**config.mk**
```make
export PLATFORM = sky130hd
export DESIGN_NAME = dda_move_engine
export DESIGN_NICKNAME = d
export VERILOG_FILES = /design/src/rtl/dda_move_engine.sv
export SDC_FILE = /design/constraint.sdc
export NUM_CORES = 2
export LEC_CHECK = 0
export ABC_AREA = 0
export BUFFER_PORTS_ARGS = -buffer_cell sky130_fd_sc_hd__buf_2
export CAP_MARGIN = 0
export CORE_MARGIN = 3
export CORE_UTILIZATION = 50
export DETAILED_ROUTE_END_ITERATION = 8
export GPL_TIMING_DRIVEN = 0
export PLACE_DENSITY_LB_ADDON = 0.12
export SYNTH_ARGS = -nofsm -noshare
export SYNTH_HDL_FRONTEND = slang
export SYNTH_SLANG_ARGS = --single-unit
```
**constraint.sdc**
```tcl
create_clock -name CLK -period 35.1 [get_ports CLK]
set_input_delay 3.51 -clock CLK [delete_from_list [all_inputs] [get_ports CLK]]
set_output_delay 3.51 -clock CLK [all_outputs]
set_load 0.02 [all_outputs]
```
**src/rtl/dda_move_engine.sv**
```systemverilog
// dda_move_engine: multi-axis second-order DDA step generator with a move FIFO.
//
// Moves (duration, per-axis direction, increment, increment-increment) are
// written through a valid/ready port into a DEPTH-entry FIFO. Each move is
// executed as mv_dur divided ticks. On every tick each axis adds its increment
// to a signed accumulator. When the sum goes positive, the axis emits a
// one-cycle step pulse and ROLLBACK is subtracted from the accumulator.
//
// Ports:
//   CLK, resetn     clock, synchronous active-low reset
//   clk_div         tick divisor (tick every clk_div+1 cycles, sampled per move)
//   halt            level abort: flushes FIFO and current move
//   mv_valid/ready  move write handshake
//   mv_dur          move length in ticks
//   mv_dir          per-axis direction
//   mv_inc          per-axis initial increment, axis i at [i*ACC_W +: ACC_W]
//   mv_incinc       per-axis increment-increment, same packing
//   step_o          one-cycle step pulses
//   dir_o           direction of the executing move
//   busy            engine not idle
//   move_done       one-cycle pulse on move completion
//   fifo_count      occupied FIFO entries
//   position_o      (only with DDA_POSITION_EN) per-axis signed 32-bit step count
//
// Optional feature macro: DDA_POSITION_EN
module dda_move_engine #(
  parameter int unsigned      AXES     = 2,
  parameter int unsigned      DEPTH    = 4,
  parameter int unsigned      ACC_W    = 64,
  parameter int unsigned      DUR_W    = 32,
  parameter logic [ACC_W-1:0] ROLLBACK = {1'b0, {(ACC_W-1){1'b1}}}
) (
  input  logic                      CLK,
  input  logic                      resetn,
  input  logic [7:0]                clk_div,
  input  logic                      halt,
  input  logic                      mv_valid,
  output logic                      mv_ready,
  input  logic [DUR_W-1:0]          mv_dur,
  input  logic [AXES-1:0]           mv_dir,
  input  logic [AXES*ACC_W-1:0]     mv_inc,
  input  logic [AXES*ACC_W-1:0]     mv_incinc,
  output logic [AXES-1:0]           step_o,
  output logic [AXES-1:0]           dir_o,
  output logic                      busy,
  output logic                      move_done,
`ifdef DDA_POSITION_EN
  output logic [AXES*32-1:0]        position_o,
`endif
  output logic [$clog2(DEPTH):0]    fifo_count
);

  localparam int unsigned PW = $clog2(DEPTH);
  localparam int unsigned CW = PW + 1;

  typedef enum logic [1:0] {IDLE, LOAD, RUN} state_t;
  state_t state;

  // Move FIFO
  logic [DUR_W-1:0]      dur_mem    [DEPTH];
  logic [AXES-1:0]       dir_mem    [DEPTH];
  logic [AXES*ACC_W-1:0] inc_mem    [DEPTH];
  logic [AXES*ACC_W-1:0] incinc_mem [DEPTH];
  logic [PW-1:0]         wr_ptr, rd_ptr;
  logic [CW-1:0]         count;
  logic                  full, push, pop;

  assign full       = (count == CW'(DEPTH));
  assign mv_ready   = !full && !halt;
  assign push       = mv_valid && mv_ready;
  assign pop        = (state == LOAD) && !halt;
  assign fifo_count = count;
  assign busy       = (state != IDLE);

  always_ff @(posedge CLK) begin
    if (push) begin
      dur_mem[wr_ptr]    <= mv_dur;
      dir_mem[wr_ptr]    <= mv_dir;
      inc_mem[wr_ptr]    <= mv_inc;
      incinc_mem[wr_ptr] <= mv_incinc;
    end
  end

  always_ff @(posedge CLK) begin
    if (!resetn) begin
      wr_ptr <= '0;
      rd_ptr <= '0;
      count  <= '0;
    end else if (halt) begin
      rd_ptr <= wr_ptr;
      count  <= '0;
    end else begin
      if (push) wr_ptr <= wr_ptr + 1'b1;
      if (pop)  rd_ptr <= rd_ptr + 1'b1;
      case ({push, pop})
        2'b10:   count <= count + 1'b1;
        2'b01:   count <= count - 1'b1;
        default: ;
      endcase
    end
  end

  // Per-axis DDA datapath
  logic signed [ACC_W-1:0] acc      [AXES];
  logic signed [ACC_W-1:0] inc_r    [AXES];
  logic signed [ACC_W-1:0] incinc_r [AXES];
  logic signed [ACC_W-1:0] sum      [AXES];
  logic [DUR_W-1:0]        ticks_left;
  logic [7:0]              div_cnt;
  logic                    tick;
  logic [AXES-1:0]         step_next;

  assign tick = (state == RUN) && (div_cnt == '0) && !halt;

  always_comb begin
    step_next = '0;
    for (int unsigned i = 0; i < AXES; i++) begin
      sum[i] = acc[i] + inc_r[i];
      if (tick && (sum[i] > 0)) step_next[i] = 1'b1;
    end
  end

  always_ff @(posedge CLK) begin
    if (!resetn) begin
      state      <= IDLE;
      step_o     <= '0;
      dir_o      <= '0;
      move_done  <= 1'b0;
      ticks_left <= '0;
      div_cnt    <= '0;
      for (int unsigned i = 0; i < AXES; i++) begin
        acc[i]      <= '0;
        inc_r[i]    <= '0;
        incinc_r[i] <= '0;
      end
    end else begin
      step_o    <= step_next;
      move_done <= 1'b0;
      if (halt) begin
        state <= IDLE;
        for (int unsigned i = 0; i < AXES; i++) inc_r[i] <= '0;
      end else begin
        case (state)
          IDLE: if (count != '0) state <= LOAD;
          LOAD: begin
            ticks_left <= dur_mem[rd_ptr];
            dir_o      <= dir_mem[rd_ptr];
            div_cnt    <= clk_div;
            for (int unsigned i = 0; i < AXES; i++) begin
              inc_r[i]    <= inc_mem[rd_ptr][i*ACC_W +: ACC_W];
              incinc_r[i] <= incinc_mem[rd_ptr][i*ACC_W +: ACC_W];
            end
            if (dur_mem[rd_ptr] == '0) begin
              move_done <= 1'b1;
              // A same-cycle write is readable on the next LOAD cycle.
              state     <= ((count > CW'(1)) || push) ? LOAD : IDLE;
            end else begin
              state <= RUN;
            end
          end
          RUN: begin
            if (div_cnt != '0) begin
              div_cnt <= div_cnt - 1'b1;
            end else begin
              div_cnt    <= clk_div;
              ticks_left <= ticks_left - 1'b1;
              for (int unsigned i = 0; i < AXES; i++) begin
                inc_r[i] <= inc_r[i] + incinc_r[i];
                if (step_next[i]) acc[i] <= sum[i] - ROLLBACK;
                else              acc[i] <= sum[i];
              end
              if (ticks_left == DUR_W'(1)) begin
                move_done <= 1'b1;
                state     <= ((count != '0) || push) ? LOAD : IDLE;
              end
            end
          end
          default: state <= IDLE;
        endcase
      end
    end
  end

`ifdef DDA_POSITION_EN
  always_ff @(posedge CLK) begin
    if (!resetn) begin
      position_o <= '0;
    end else begin
      for (int unsigned i = 0; i < AXES; i++) begin
        if (step_next[i]) begin
          if (dir_o[i]) position_o[i*32 +: 32] <= position_o[i*32 +: 32] + 32'd1;
          else          position_o[i*32 +: 32] <= position_o[i*32 +: 32] - 32'd1;
        end
      end
    end
  end
`endif

endmodule

```
==> impl_metrics.csv <==
group,metric,value,unit
run_status,outcome,"finished with violations",
run_status,violations_in_the_final_reports,"max-capacitance violations",
synth,synth.top_cell.area_share,58.86,%
sta,tns_setup,0,ns
synth,seq_area_frac_synth,60.28,%
finish,nets,6968,
synth,post_synth_fa_ha_maj_area_fraction,4.422,%
route,routedWlPerCell,25.03,um
synth,yosysWarnings,0,
critical_path,cp.required,31.59,ns
clocking,number_of_hold_buffers_added_after_cts,0,
critical_path,worst-r2r-cell-count,16,
critical_path,timing.reg2reg.setup_slack,28.68,ns
floorplan,core_region_area,156400,um^2
route,drc,0,
global_routing,antenna_found_initial,49,
sta,finalCritPeriodShare,22.25,%
sta,hold_viol,0,
synth,synth_compound_gate_area_share,10.43,%
place,place_worst_setup_slack,27.02,ns
critical_path,timing.critical_path.from_type,"primary input",
clocking,cts_buffers,170,
sta,finalSetupViolCount,0,
global_routing,grt_usage,26.40,%
synth,synthTopCellsByArea,"edfxtp_1, mux4_2, ha_1",
synth,yosys_most_used_dff,"edfxtp_1",
worst_hold_path,worstHoldPathType,"flop to flop",
sta,timing.max_slew.rel_slack,0.2175,%
power_and_ir_drop,power.static_leakage,31.81,nW
sta,final_worst_slack,27.29,ns
finish,sequential_cell_area,47490,um^2
power_and_ir_drop,power_per_cell_area,50.46,nW/um^2
global_routing,grt_first_pass_wirelength,325000,um
clocking,clkTransAtPathRegs,0.06,ns
clocking,clock_latency,0.83,ns
clocking,cts-resized-gates,0,
route,drtPass1Iterations,6,
sta,finalClockSkew,0.05226,ns
synth,post-synth-top-area-cell,"edfxtp_1",
synth,yosys_register_bits,1600,
place,hpwlAfterDp,158000,um
place,port-buffer-count,311,
global_routing,number_of_global_route_vias_before_repair,51430,
synth,synth_mux_area_share,8.567,%
synth,synthXorXnorAreaFrac,3.464,%
critical_path,regToRegEndpoint,"acc[1][17]$_DFFE_PP_",
clocking,cts.root.buffer_cell,"clkbuf_16",
synth,syn_nets,6446,
synth,synth-simple-area-share,10.99,%
critical_path,worst_ep_arrival_time,4.30,ns
synth,synth_cell_types,100,
sta,maxSlewViolCount,0,
floorplan,io_pins,312,
clocking,h-tree-depth,4,
run,cap_viol_max_count,1,
global_routing,pin_count_of_the_biggest_net_entering_global_routing,56,
synth,syn_area_per_cell,13.42,um^2
synth,asyncSetResetFlopFracSynth,0,%
global_routing,grt_remaining_overflow,0,
critical_path,critical_path.max_fanout,6,
synth,synth_top_family_by_area,"simple AND/OR/NAND/NOR gates",
finish,fill_cells,12790,
critical_path,worstReg2RegStart,"inc_r[0][102]$_DFFE_PP_",
worst_hold_path,hold_start,"ticks_left[11]$_SDFFE_PN0P_",
critical_path,crit_path_end_kind,"primary output",
place,gpl.final_weighted_congestion,0.9349,
sta,achievable-frequency,0.1280,GHz
finish,multi_input_area,29900,um^2
worst_hold_path,timing.hold.worst_path_depth,2,
floorplan,floorplan.initialDensity,50.37,%
clocking,postCtsSetupRepairBufs,0,
floorplan,dieArea,162300,um^2
route,drt_iter0_drc,4915,
sta,grt_setup_unrepaired,"false",
sta,worst_max_slew_pin_slew,1.497,ns
finish,share_of_final_layout_standard_cells_stronger_than_drive_strength_1,15.54,%
synth,post_synth_instance_area,78780,um^2
route,drt-total-wl,215700,um
critical_path,criticalPathCategory,"primary input to primary output",
route,num_vias,52620,
power_and_ir_drop,worst_ir_drop_vdd,0.05491,mV
synth,synth_enable_flop_cells,1544,
clocking,cts_tree,"done",
clocking,cts_max_path_buffers,3,
clocking,tritoncts_num_sinks,1600,
finish,syn2layout_area_growth,13.98,%
synth,synthCells,5868,
worst_hold_path,whs_endpoint,"ticks_left[11]$_SDFFE_PN0P_",
route,postRouteAntennaNets,0,
floorplan,die_height,402.9,um
floorplan,die_width,402.9,um
sta,period_minus_slack,7.810,ns
route,via_per_inst,6.108,
floorplan,rows,145,
worst max-delay path: stages:
cell	delay, ns
buf_2	0.14
a21oi_1	0.37
buf_2	0.27
metrics by stage:
step	instance area [um^2]	total power, mW	cells	hold slack [ns]	utilization [%]
CTS	89710	4.565	8590	0.4919	57.36
finish	89780	4.530	8615	0.5009	57.41
global placement	82910	2.748	8237	0.4725	53.01
detailed placement	83970	2.736	8275	0.4840	53.69
floorplan	78780	2.565	5868	0.4493	-
global route	89730	4.696	8594	0.5221	57.38
routing by layer:
layer | global-route usage [%] | up-vias | wire (um)
li1 | - | 24210 | -
met1 | 38.32 | 26310 | 95180
met2 | 41.66 | 1768 | 100000
met3 | 4.704 | 325 | 15180
met4 | 6.412 | 16 | 5206
met5 | 0 | - | 102
worst max-delay path by stage:
stage            from                           end  slack [ns]  depth (start not counted)
4_1_cts          halt                      mv_ready       27.30                          3
3_5_place_dp   resetn          step_o[0]$_SDFF_PN0_       27.02                          8
5_1_grt          halt                      mv_ready       27.23                          3
3_3_place_gp     halt         dir_o[0]$_SDFFE_PN0P_       15.03                          4
2_1_floorplan    halt  incinc_r[0][0]$_SDFFCE_PN0P_       21.59                          2
6_report         halt                      mv_ready       27.29                          3
cell usage in the layout (no fill, tap or decap), types with 173 or more instances in the layout:
| cell type | n |
|---|---|
| o21ai_0 | 328 |
| edfxtp_1 | 1544 |
| buf_2 | 333 |
| ha_1 | 272 |
| clkbuf_16 | 173 |
| a21oi_1 | 356 |
| mux4_2 | 290 |
| nand2_1 | 421 |
| clkbuf_1 | 234 |
| nor2_1 | 377 |
report_power, final:
part | total [mW] | leakage [nW] | internal (mW) | switching (mW)
clock | 1.83 | 2.79 | 1.06 | 0.772
sequential | 2.17 | 15.1 | 2.15 | 0.0227
combinational | 0.528 | 14.0 | 0.196 | 0.332
Yosys cell counts (all sizes together), types with 37 or more instances:
master / instances
xor2: 137
nor2: 377
nand2: 421
ha: 272
and3: 169
nor4: 77
xnor2: 172
nor3: 129
a21oi: 359
edfxtp: 1544
and2: 42
nand4: 94
dfxtp: 56
clkbuf: 217
a31oi: 38
or3: 61
nand3: 124
a21o: 147
buf: 58
nand2b: 37
inv: 103
o21ai: 350
mux4: 290
o21a: 55
a211oi: 45
layout make-up:
| cell class | count | share of cell area [%] |
|---|---|---|
| clock buffer | 200 | 4.946 |
| multi-input combinational | 3890 | 33.30 |
| sequential | 1600 | 52.89 |
| clock inverter | 115 | 1.449 |
| antenna | 24 | 0.06689 |
| buffer | 275 | 1.210 |
| tap | 2058 | 2.868 |
| timing repair buffer | 350 | 2.840 |
| inverter | 103 | 0.4306 |
registers in the layout, summed over array words and instances, names as in the netlist, named ones only:
register / count
dur_mem: 128
fifo_count: 3
state: 2
dir_o: 2
incinc_mem: 512
acc: 128
rd_ptr: 2
incinc_r: 128
inc_r: 128
dir_mem: 8
step_o: 2
div_cnt: 8
inc_mem: 512
wr_ptr: 2
move_done: 1
ticks_left: 32
kinds of logic after synthesis:
group	Yosys count
AOI/OAI and AO/OA	1293
xor gates and xnor gates	309
adders and majority gates	276
buffers and inverters	378
DFF	1600
muxes	311
and+or+nand+nor	1701
(Power assumes the default switching activity.)
